--- config.mk ---
export PLATFORM = sky130hd
export DESIGN_NAME = axil_rr_arbiter
export DESIGN_NICKNAME = d
export VERILOG_FILES = /design/src/rtl/axil_pkg.sv /design/src/rtl/axil_rr_picker.sv /design/src/rtl/axil_rr_arbiter.sv
export SDC_FILE = /design/constraint.sdc
export NUM_CORES = 1
export LEC_CHECK = 0
export ABC_AREA = 1
export BUFFER_PORTS_ARGS = -buffer_cell sky130_fd_sc_hd__buf_2
export CORE_AREA = 2 2 156 158
export DETAILED_ROUTE_END_ITERATION = 7
export DIE_AREA = 0 0 158 160
export PLACE_DENSITY = 0.39
export SYNTH_ARGS = -nofsm -noshare
export SYNTH_HDL_FRONTEND = slang
export SYNTH_SLANG_ARGS = --single-unit
--- constraint.sdc ---
create_clock -name clk -period 3.6 [get_ports clk]
set_input_delay 0.72 -clock clk [delete_from_list [all_inputs] [get_ports clk]]
set_output_delay 0.72 -clock clk [all_outputs]
set_load 0.005 [all_outputs]
--- src/rtl/axil_pkg.sv ---
// axil_pkg: state encoding, AXI response codes and a width helper shared by the
// AXI-Lite arbiter and its round-robin picker.
package axil_pkg;
    typedef enum logic [2:0] {IDLE, RD_ADDR, RD_DATA, WR_ADDR, WR_RESP} state_t;
    localparam logic [1:0] OKAY   = 2'b00;
    localparam logic [1:0] EXOKAY = 2'b01;
    localparam logic [1:0] SLVERR = 2'b10;
    localparam logic [1:0] DECERR = 2'b11;
    function automatic int clog2(input int n);
        int r;
        r = 0;
        while ((1 << r) < n) r++;
        return r;
    endfunction
endpackage

--- src/rtl/axil_rr_picker.sv ---
// axil_rr_picker: combinational round-robin selector; picks the first requester
// at or above the pointer, wrapping past N_MST-1 back to 0.
module axil_rr_picker import axil_pkg::*; #(
    parameter int N_MST = 2
) (
    input  logic [N_MST-1:0]        req,
    input  logic [clog2(N_MST)-1:0] pointer,
    output logic [clog2(N_MST)-1:0] winner,
    output logic                    any_req
);
    localparam int IDX_W = clog2(N_MST);
    int w_idx;
    // Scan from the farthest offset down so the nearest requester is written last.
    always_comb begin
        winner = '0;
        w_idx = 0;
        for (int k = N_MST - 1; k >= 0; k--) begin
            w_idx = int'(pointer) + k;
            if (w_idx >= N_MST) w_idx = w_idx - N_MST;
            if (req[IDX_W'(w_idx)]) winner = IDX_W'(w_idx);
        end
    end
    assign any_req = |req;
endmodule

--- src/rtl/axil_rr_arbiter.sv ---
// axil_rr_arbiter: N-master to 1-slave AXI-Lite arbiter, round-robin grant held for one transaction.
// Define AXIL_ARB_PERF_EN to add per-master completion counters (perf_cnt) and a wait counter (perf_wait).
module axil_rr_arbiter import axil_pkg::*; #(
    parameter int N_MST  = 2,
    parameter int ADDR_W = 32,
    parameter int DATA_W = 32
) (
    input  logic                         clk,
    input  logic                         rst,
    input  logic [N_MST*ADDR_W-1:0]      m_araddr,
    input  logic [N_MST*ADDR_W-1:0]      m_awaddr,
    input  logic [N_MST-1:0]             m_arvalid,
    input  logic [N_MST-1:0]             m_awvalid,
    input  logic [N_MST-1:0]             m_wvalid,
    input  logic [N_MST-1:0]             m_rready,
    input  logic [N_MST-1:0]             m_bready,
    input  logic [N_MST*DATA_W-1:0]      m_wdata,
    input  logic [N_MST*DATA_W/8-1:0]    m_wstrb,
    output logic [N_MST-1:0]             m_arready,
    output logic [N_MST-1:0]             m_awready,
    output logic [N_MST-1:0]             m_wready,
    output logic [N_MST-1:0]             m_rvalid,
    output logic [N_MST-1:0]             m_bvalid,
    output logic [DATA_W-1:0]            m_rdata,
    output logic [1:0]                   m_rresp,
    output logic [1:0]                   m_bresp,
    output logic [ADDR_W-1:0]            s_araddr,
    output logic [ADDR_W-1:0]            s_awaddr,
    output logic                         s_arvalid,
    output logic                         s_awvalid,
    output logic                         s_wvalid,
    output logic                         s_rready,
    output logic                         s_bready,
    output logic [DATA_W-1:0]            s_wdata,
    output logic [DATA_W/8-1:0]          s_wstrb,
    input  logic                         s_arready,
    input  logic                         s_awready,
    input  logic                         s_wready,
    input  logic                         s_rvalid,
    input  logic                         s_bvalid,
    input  logic [DATA_W-1:0]            s_rdata,
    input  logic [1:0]                   s_rresp,
    input  logic [1:0]                   s_bresp,
    output logic [clog2(N_MST)-1:0]      grant_id,
    output logic                         busy
`ifdef AXIL_ARB_PERF_EN
    ,
    output logic [N_MST*32-1:0]          perf_cnt,
    output logic [31:0]                  perf_wait
`endif
);
    localparam int IDX_W  = clog2(N_MST);
    localparam int STRB_W = DATA_W / 8;
    state_t             r_state;
    logic [IDX_W-1:0]   r_ptr;
    logic [IDX_W-1:0]   r_grant;
    logic               r_aw_done;
    logic               r_w_done;
    logic [N_MST-1:0]   w_req;
    logic [N_MST-1:0]   w_gsel;
    logic [IDX_W-1:0]   w_win;
    logic [IDX_W-1:0]   w_next;
    logic               w_any;
    logic               w_rd_addr, w_rd_data, w_wr_addr, w_wr_resp;
    logic               w_ar_hs, w_aw_hs, w_w_hs, w_r_hs, w_b_hs;
    logic               w_aw_fin, w_w_fin;

    assign w_req = m_arvalid | m_awvalid;

    axil_rr_picker #(.N_MST(N_MST)) u_picker (
        .req     (w_req),
        .pointer (r_ptr),
        .winner  (w_win),
        .any_req (w_any)
    );

    assign w_rd_addr = r_state == RD_ADDR;
    assign w_rd_data = r_state == RD_DATA;
    assign w_wr_addr = r_state == WR_ADDR;
    assign w_wr_resp = r_state == WR_RESP;
    assign w_gsel    = N_MST'(1) << r_grant;
    assign w_next    = (r_grant == IDX_W'(N_MST - 1)) ? '0 : r_grant + IDX_W'(1);

    assign s_araddr  = m_araddr[r_grant*ADDR_W +: ADDR_W];
    assign s_awaddr  = m_awaddr[r_grant*ADDR_W +: ADDR_W];
    assign s_wdata   = m_wdata[r_grant*DATA_W +: DATA_W];
    assign s_wstrb   = m_wstrb[r_grant*STRB_W +: STRB_W];
    assign s_arvalid = w_rd_addr & m_arvalid[r_grant];
    // A write channel that has already handshaken stops driving its valid/ready.
    assign s_awvalid = w_wr_addr & ~r_aw_done & m_awvalid[r_grant];
    assign s_wvalid  = w_wr_addr & ~r_w_done & m_wvalid[r_grant];
    assign s_rready  = w_rd_data & m_rready[r_grant];
    assign s_bready  = w_wr_resp & m_bready[r_grant];

    assign m_arready = {N_MST{w_rd_addr & s_arready}} & w_gsel;
    assign m_awready = {N_MST{w_wr_addr & ~r_aw_done & s_awready}} & w_gsel;
    assign m_wready  = {N_MST{w_wr_addr & ~r_w_done & s_wready}} & w_gsel;
    assign m_rvalid  = {N_MST{w_rd_data & s_rvalid}} & w_gsel;
    assign m_bvalid  = {N_MST{w_wr_resp & s_bvalid}} & w_gsel;
    assign m_rdata   = s_rdata;
    assign m_rresp   = s_rresp;
    assign m_bresp   = s_bresp;
    assign grant_id  = r_grant;
    assign busy      = r_state != IDLE;

    assign w_ar_hs  = s_arvalid & s_arready;
    assign w_aw_hs  = s_awvalid & s_awready;
    assign w_w_hs   = s_wvalid & s_wready;
    assign w_r_hs   = s_rready & s_rvalid;
    assign w_b_hs   = s_bready & s_bvalid;
    assign w_aw_fin = r_aw_done | w_aw_hs;
    assign w_w_fin  = r_w_done | w_w_hs;

    always_ff @(posedge clk or negedge rst) begin
        if (!rst) begin
            r_state   <= IDLE;
            r_ptr     <= '0;
            r_grant   <= '0;
            r_aw_done <= 1'b0;
            r_w_done  <= 1'b0;
        end else begin
            case (r_state)
                IDLE: if (w_any) begin
                    r_grant <= w_win;
                    r_state <= m_awvalid[w_win] ? WR_ADDR : RD_ADDR;
                end
                RD_ADDR: if (w_ar_hs) r_state <= RD_DATA;
                RD_DATA: if (w_r_hs) begin
                    r_state <= IDLE;
                    r_ptr   <= w_next;
                end
                WR_ADDR: if (w_aw_fin & w_w_fin) begin
                    r_state   <= WR_RESP;
                    r_aw_done <= 1'b0;
                    r_w_done  <= 1'b0;
                end else begin
                    r_aw_done <= w_aw_fin;
                    r_w_done  <= w_w_fin;
                end
                WR_RESP: if (w_b_hs) begin
                    r_state <= IDLE;
                    r_ptr   <= w_next;
                end
                default: r_state <= IDLE;
            endcase
        end
    end

`ifdef AXIL_ARB_PERF_EN
    always_ff @(posedge clk or negedge rst) begin
        if (!rst) begin
            perf_cnt  <= '0;
            perf_wait <= '0;
        end else begin
            if (w_r_hs | w_b_hs) perf_cnt[r_grant*32 +: 32] <= perf_cnt[r_grant*32 +: 32] + 32'd1;
            if (w_any & ((r_state == IDLE) | (|(w_req & ~w_gsel)))) perf_wait <= perf_wait + 32'd1;
        end
    end
`endif
endmodule

# [Word level (Yosys, flattened, before mapping)]
# Cells that the tools add are included.
[classes] n_addsub=4 order_cmp=6 eq_ne=9 shifts=5 muxes=33 bitwise_logic=28 reduce_logical=7
[ops] cell="$shiftx 64x7->32" n=3
[ops] cell="$mux 1" n=25
[ops] cell="$and 1x1->1" n=18
[ops] cell="$mux 3" n=5
[ops] cell="$pmux 3 s5" n=1
[ops] cell="$and 2x2->2" n=5
[ops] cell="$ne 2x1->1 const B" n=5
[ops] cell="$shiftx 8x4->4" n=1
[ops] cell="$eq 3x2->1 const B" n=2
[ops] cell="$lt 1x3->1 const B" n=2
[ops] cell="$reduce_and 5->1" n=1
[ops] cell="$lt 1x2->1 const B" n=2
[ops] cell="$eq 3x1->1 const B" n=1
[ops] cell="$eq 3x3->1 const B" n=1
[ops] cell="$logic_not 3->1" n=1
[ops] cell="$reduce_and 3->1" n=1
[ops] cell="$reduce_bool 3->1" n=1
[ops] cell="$add 1x1->2 const B" n=1
[ops] cell="$ge 1x2->1 const B" n=1
[ops] cell="$ge 2x2->1 const B" n=1
[ops] cell="$mux 2" n=1
[ops] cell="$not 1->1" n=2
[ops] cell="$or 1x1->1" n=2
[ops] cell="$or 2x2->2" n=1
[ops] cell="7 further kinds" n=8
[totals] regBits=7 output_inout_bits=153 wordCells=97

# [Logic depth before layout (Yosys ltp)]
# Gate-level depths: netlist (run 1).
[logic_depth] depth_word=13 ltp_mapped=10

# [Modules after synthesis]
# Synthesis (run 1) repeated with hierarchy kept, for this count alone.
[hier_totals] cells_unflattened=479 hier_area_um2=2173.3
[by_module_without_submodules] module="axil_rr_arbiter" instances=1 cells_per_inst=474 area_each_um2=2154.6 seq_area_each_um2=175.2
[by_module_without_submodules] module="axil_rr_picker" instances=1 cells_per_inst=5 area_each_um2=18.8 seq_area_each_um2=0.0

# [Worst setup path before layout (run 1)]
# Ideal clock, no wire load.
[synth_path] kind="register to output" from="register r_grant (netlist: grant_id)" to="output port s_araddr[0]" arrival_time_ns=1.080 required_time_ns=2.880 path_slack_ns=1.800 path_stages_with_launch=7 path_buffers=3 cell_sequence="dfrtp_1 inv_2 buf_6 buf_2 buf_2 nand2_1 nand2_1"
[synth_via] elab_chain_cells=1
[synth_lines] item="start: declaration" line="axil_rr_arbiter.sv:56" text="logic [IDX_W-1:0] r_grant;"
[synth_lines] item="start signal: assignment" line="axil_rr_arbiter.sv:124" text="r_grant <= w_win;"
[synth_lines] item="$shiftx 64x7->32" line="axil_rr_arbiter.sv:84" text="assign s_araddr = m_araddr[r_grant*ADDR_W +: ADDR_W];"
[synth_lines] item="end: declaration" line="axil_rr_arbiter.sv:27" text="output logic [ADDR_W-1:0] s_araddr,"
# Every way passes these cells.

# [Worst setup path in the final report (run 1)]
[layout_path] from="register r_grant (netlist: grant_id)" to="output port s_wvalid"
[layout_via] elab_chain_cells=3
[layout_lines] item="$mux 1 (implied by the code) (2 in series)" line="axil_rr_arbiter.sv:91" text="assign s_wvalid = w_wr_addr & ~r_w_done & m_wvalid[r_grant];"
[layout_lines] item="$and 1x1->1" line="axil_rr_arbiter.sv:91"
[layout_lines] item="end: declaration" line="axil_rr_arbiter.sv:31" text="output logic s_wvalid,"
# Every way passes these cells. The select of a mux whose other input is x is not followed.

==> impl_metrics.env, run 1 <==
export IMPL_cp_max_fo=111
export IMPL_ctsHoldBuffers=0
export IMPL_pre_cts_ws_ns=1.410
export IMPL_start_kind="register"
export IMPL_regArea_um2=178.9
export IMPL_avgSynthCellArea_um2=4.572
export IMPL_antenna_found_initial=0
export IMPL_finClkSkew_ns=0.001095
export IMPL_fp_dieH_um=160
export IMPL_finalWorstSetupSlack_ns=1.200
export IMPL_worstSetupStartpoint="grant_id"
export IMPL_row_count=57
export IMPL_start_util_pct=9.155
export IMPL_multi_input_area_mm2=0.001524
export IMPL_final_nets=1011
export IMPL_dr_pass1_iters=4
export IMPL_final_setup_viol_count=0
export IMPL_post_synth_inst_count=477
export IMPL_routedWlPerCell_um=11.00
export IMPL_cts_sinks=7
export IMPL_synthSimpleGateAreaFrac_pct=67.24
export IMPL_cp_common_cell="nand2_1"
export IMPL_path_clk_slew_ns=0.04
export IMPL_rsz0062_at_grt="no"
export IMPL_cts_buffers=3
export IMPL_critPathCaptureType="output pin"
export IMPL_ant_nets=0
export IMPL_grt_max_degree=112
export IMPL_post_cts_buffers=0
export IMPL_slew_headroom_pct=61.81
export IMPL_synthAdderAreaFrac_pct=0
export IMPL_fin_crit_ns=2.400
export IMPL_hold_viol=0
export IMPL_worstSkewPairLatency_ns=0.23
export IMPL_initialDrtViolationCount=149
export IMPL_grt_usage_pct=8.308
export IMPL_synth_top_area_share_pct=58.18
export IMPL_synth_cell_types=23
export IMPL_ys_warn_count=0
export IMPL_synth_compound_area_share_pct=2.639
export IMPL_fin_crit_sh_pct=66.66
export IMPL_die_area_mm2=0.02528
export IMPL_drive_above_1_share_pct=46.50
export IMPL_synthMuxAreaShare_pct=0
export IMPL_num_antenna_cells=0
export IMPL_synth_area_leaders="nand2_1 (58%), buf_4 (13%), dfrtp_1 (8.0%)"
export IMPL_synth_seq_cells=7
export IMPL_crit_chain="clkinv_2 -> buf_12 -> nand2_1 -> nand2_1 -> and2_1 -> buf_2"
export IMPL_syn_cell_area_mm2=0.002181
export IMPL_slew_viol_final=0
export IMPL_grt_pass1_wl_mm=16.58
export IMPL_cts_resized=0
export IMPL_critPathKind="register to output pin"
export IMPL_ir_drop_uv=552.1
export IMPL_cts_tree="yes"
export IMPL_die_x_um=158
export IMPL_ys_seq_area_share_pct=8.032
export IMPL_post_dp_hpwl_mm=9.992
export IMPL_maxCapViolCount=0
export IMPL_dp_cells=1077
export IMPL_viasPerCell=3.361
export IMPL_synth_top_family_by_area="simple AND/OR/NAND/NOR gates"
export IMPL_grt_ovfl_total=0
export IMPL_critPathBufInv=3
export IMPL_fin_setup_tns_ns=0
export IMPL_p_per_area_mw_per_mm2=559.0
export IMPL_gp_congestion=0.7121
export IMPL_synth_most_common_cell="nand2_1"
export IMPL_worst_pin_slew_ns=0.5729
export IMPL_worstPathArrival_ns=1.68
export IMPL_worstPathRequired_ns=2.88
export IMPL_hold_class="input pin to async pin"
export IMPL_fmax_mhz=416.7
export IMPL_synthTopCellsByCount="nand2_1 (338), buf_4 (37), inv_1 (21)"
export IMPL_synth_main_ff_cell="dfrtp_1"
export IMPL_top_level_ports=406
export IMPL_critPathSlowestCell="dfrtp_4"
export IMPL_via_count=3633
export IMPL_final_cells=1081
export IMPL_yosys_area_top_type="nand2_1"
export IMPL_crit_family="buffers and inverters"
export IMPL_leakagePower_nw=2.686
export IMPL_outcome="finished, final reports clean"
export IMPL_max_clock_path_buffers=2
export IMPL_port_buffers=333
export IMPL_r2r_start="grant_id"
export IMPL_final_util_pct=16.74
export IMPL_synth_xor_area_share_pct=0
export IMPL_crit_path_max_incr_delay_ns=0.53
export IMPL_synth_edf_count=0
export IMPL_core_area_mm2=0.02382
export IMPL_wl_mm=11.89
export IMPL_htreeDepth=1
export IMPL_fill_cells=2842
export IMPL_root_buffer="clkbuf_16"
export IMPL_syn_nets=730
export IMPL_async_flop_share_pct=100.0
export IMPL_synthToLayoutAreaGrowth_pct=82.85
export IMPL_drc=0
export IMPL_first_global_vias=3277
export IMPL_whs_ns=0.3143
==> metal layers <==
| metal | track usage [%] | wire (µm) | vias up |
|---|---|---|---|
| li1 | - | - | 1945 |
| met1 | 9.202 | 4735 | 1447 |
| met2 | 16.34 | 5871 | 220 |
| met3 | 1.085 | 1094 | 21 |
| met4 | 2.048 | 186 | 0 |
| met5 | 0 | 0 | - |
==> stage by stage <==
step,instance area [µm²],total power (W)
4_1_cts,3988,0.002280
6_report,3988,0.002229
3_3_place_gp,3909,0.002105
2_1_floorplan,2181,0.001251
3_5_place_dp,3909,0.002080
5_1_grt,3988,0.002530
==> worst paths after layout <==
path                                   end  slack [ns]  depth (start not counted)
worst max-delay path              s_wvalid        1.20                          6
worst min-delay path             r_aw_done        0.31                          1
worst max register to register  r_state[0]        1.81                         10
worst min register to register       r_ptr        0.50                          2
max in group asynchronous         grant_id        3.11                          1
min in group clk                     r_ptr        0.50                          2
==> worst register-to-register path, delay by kind of cell (launching register included) <==
family	cells	cell delay, ns
buffers and inverters	2	0.45
flip-flops	1	0.53
AND/OR/NAND/NOR	8	0.75
==> cells in the final DEF, fill, tap and decap left out, types with 2 or more instances in the layout <==
cell type | netlist | layout
nor2_1 | 12 | 12
nor3_1 | 9 | 9
dfrtp_1 | 7 | 6
o21ai_0 | 4 | 4
o211ai_1 | 2 | 2
inv_2 | 5 | 4
and2_1 | 2 | 2
clkbuf_16 | 0 | 3
buf_4 | 37 | 2
inv_1 | 21 | 21
nand2_1 | 338 | 338
buf_2 | 10 | 333
nand3_1 | 8 | 8
==> registers in the layout (all words and copies together) (netlist names) <==
name / count
r_state: 3
r_w_done: 1
grant_id: 1
r_ptr: 1
r_aw_done: 1
==> area by class of cell <==
class / instances / area share (%)
tap: 324 / 10.17
timing repair buffer: 336 / 42.67
multi-input combinational: 384 / 38.22
clock buffer: 4 / 1.977
inverter: 26 / 2.479
sequential: 7 / 4.487
==> report_power, final <==
part           internal (W)  switching (W)
registers          0.000114      0.0000510
logic              0.000750        0.00112
clock network      0.000148      0.0000439
total               0.00101        0.00122
==> cell families (layout without fill, tap and decap cells) <==
family          Yosys count  count (layout)
buf+inv                  86             366
compound gates            9               9
simple gates            375             375
flops                     7               7
No activity file was read; power rests on OpenSTA's default activity.
==> run 2, diff against run 1 <==
- CORE_AREA: 2 2 156 158 -> 2 2 157 159
- DIE_AREA: 0 0 158 160 -> 0 0 159 161
- clock period: 3.6 -> 2.25 ns (I/O delays scaled with it)
==> impl_metrics.env, run 2 (synthesis gave the netlist of run 1 again) <==
export IMPL_fmax_mhz=500.4
export IMPL_crit_path_max_incr_delay_ns=0.50
export IMPL_drc=0
export IMPL_slew_viol_final=0
export IMPL_hold_class="input pin to async pin"
export IMPL_antenna_found_initial=1
export IMPL_start_kind="register"
export IMPL_ir_drop_uv=507.1
export IMPL_cp_max_fo=29
export IMPL_largest_reg_flops=3
export IMPL_core_area_mm2=0.02396
export IMPL_die_area_mm2=0.02560
export IMPL_routedWlPerCell_um=11.90
export IMPL_outcome="finished, final reports clean"
export IMPL_placed_cell_area_mm2=0.003991
export IMPL_drive_above_1_share_pct=46.92
export IMPL_worstSkewPairLatency_ns=0.24
export IMPL_whs_ns=0.04625
export IMPL_wl_mm=12.94
export IMPL_power_share_sequential_pct=6.6
export IMPL_cp_common_cell="nand2_1"
export IMPL_largest_register="r_state"
export IMPL_fin_crit_ns=1.998
export IMPL_ant_nets=0
export IMPL_hold_viol=0
export IMPL_fin_crit_sh_pct=88.82
export IMPL_fin_setup_tns_ns=0
export IMPL_viasPerCell=3.419
export IMPL_grt_usage_pct=9.367
export IMPL_worstPathArrival_ns=1.55
export IMPL_grt_max_degree=65
export IMPL_worst_pin_slew_ns=0.5744
export IMPL_path_clk_slew_ns=0.04
export IMPL_final_setup_viol_count=0
export IMPL_root_buffer="clkbuf_16"
export IMPL_final_cell_mix="nand2_1 (338), buf_2 (333), inv_1 (21)"
export IMPL_via_count=3716
export IMPL_die_x_um=159
export IMPL_final_cells=1087
export IMPL_cts_tree="yes"
export IMPL_grt_pass1_wl_mm=19.22
export IMPL_htreeDepth=1
export IMPL_gp_congestion=0.8004
export IMPL_row_count=57
export IMPL_initialDrtViolationCount=126
export IMPL_cts_sinks=7
export IMPL_finalWorstSetupSlack_ns=0.2516
export IMPL_worstPathRequired_ns=1.80
export IMPL_finClkSkew_ns=0.004157
export IMPL_final_nets=1017
export IMPL_critPathKind="register to output pin"
export IMPL_ctsHoldBuffers=0
export IMPL_max_clock_path_buffers=2
export IMPL_slew_headroom_pct=61.41
export IMPL_pwr_share_comb_pct=85.0
export IMPL_dp_cells=1083
export IMPL_port_buffers=333
export IMPL_leakagePower_nw=2.729
export IMPL_crit_chain="clkinv_2 -> buf_12 -> buf_4 -> nand2_1 -> nand2_1 -> buf_2"
export IMPL_num_antenna_cells=0
export IMPL_pwr_share_clk_pct=8.4
export IMPL_synthToLayoutAreaGrowth_pct=86.63
export IMPL_top_level_ports=406
export IMPL_switchingPower_w=0.002021
export IMPL_layout_commonest_cell="nand2_1"
export IMPL_p_int_w=0.001752
export IMPL_cts_resized=0
export IMPL_post_dp_hpwl_mm=11.17
export IMPL_maxCapViolCount=0
export IMPL_grt_ovfl_total=0
export IMPL_critPathSlowestCell="dfrtp_4"
export IMPL_crit_family="buffers and inverters"
export IMPL_cts_buffers=3
export IMPL_first_global_vias=3609
export IMPL_swShare_pct=53.56
export IMPL_dr_pass1_iters=4
export IMPL_rsz0062_at_grt="no"
export IMPL_critPathBufInv=4
export IMPL_start_util_pct=9.101
export IMPL_post_cts_buffers=0
export IMPL_critPathCaptureType="output pin"
export IMPL_fp_dieH_um=161
export IMPL_pre_cts_ws_ns=0.4045
export IMPL_finalInstanceArea_mm2=0.004070
export IMPL_p_per_area_mw_per_mm2=927.0
==> run 2: metal layers <==
layer	wire [µm]	track usage, %	share of wire, %
met1	5082	10.37	39
met2	6502	18.04	50
met3	1179	2.337	9.1
met4	161	1.942	1.2
met5	13	0	0.10
==> run 2: final timing paths <==
check / start / to / slack, ns / cells after the start
min in group clk: r_ptr / r_ptr / 0.53 / 2
worst min register to register: r_ptr / r_ptr / 0.53 / 2
worst max-delay path: grant_id / s_araddr[12] / 0.25 / 6
worst max register to register: grant_id / r_state[0] / 0.59 / 9
max in group asynchronous: rst / grant_id / 2.02 / 1
worst min-delay path: rst / r_aw_done / 0.05 / 1
==> run 2: final cells by class <==
cell class                      instances  area, µm²
Inverter                               26      98.84
Fill cell                            2843      19890
Clock buffer                            4      78.83
Sequential cell                         7      178.9
Multi-Input combinational cell        384       1524
Tap cell                              324      405.4
Timing Repair Buffer                  342       1784
==> run 2: power by group through the flow <==
| stage | clock network [W] | logic, W | registers (W) |
|---|---|---|---|
| after detailed placement | 0 | 0.00327 | 0.000253 |
| after global placement | 0 | 0.00332 | 0.000251 |
| after global routing | 0.000325 | 0.00366 | 0.000260 |
| after floorplan | 0 | 0.00177 | 0.000229 |
| final | 0.000315 | 0.00321 | 0.000250 |
| after CTS | 0.000320 | 0.00329 | 0.000251 |
==> run 2: stage by stage <==
stage / total power [W] / util (%)
final: 0.003773 / 16.99
after global routing: 0.004248 / 16.99
after CTS: 0.003856 / 16.99
after detailed placement: 0.003522 / 16.66
after global placement: 0.003568 / 16.66
after floorplan: 0.002002 / -
==> run 2: worst register-to-register path, cell delays in order, from the launching register on <==
cell     delay, ns
dfrtp_4       0.50
buf_12        0.20
nand2_1       0.19
nand3_1       0.10
nand2_1       0.13
nand2_1       0.09
nor2_2        0.12
nand3_1       0.09
nand2_1       0.07
nand2_1       0.05
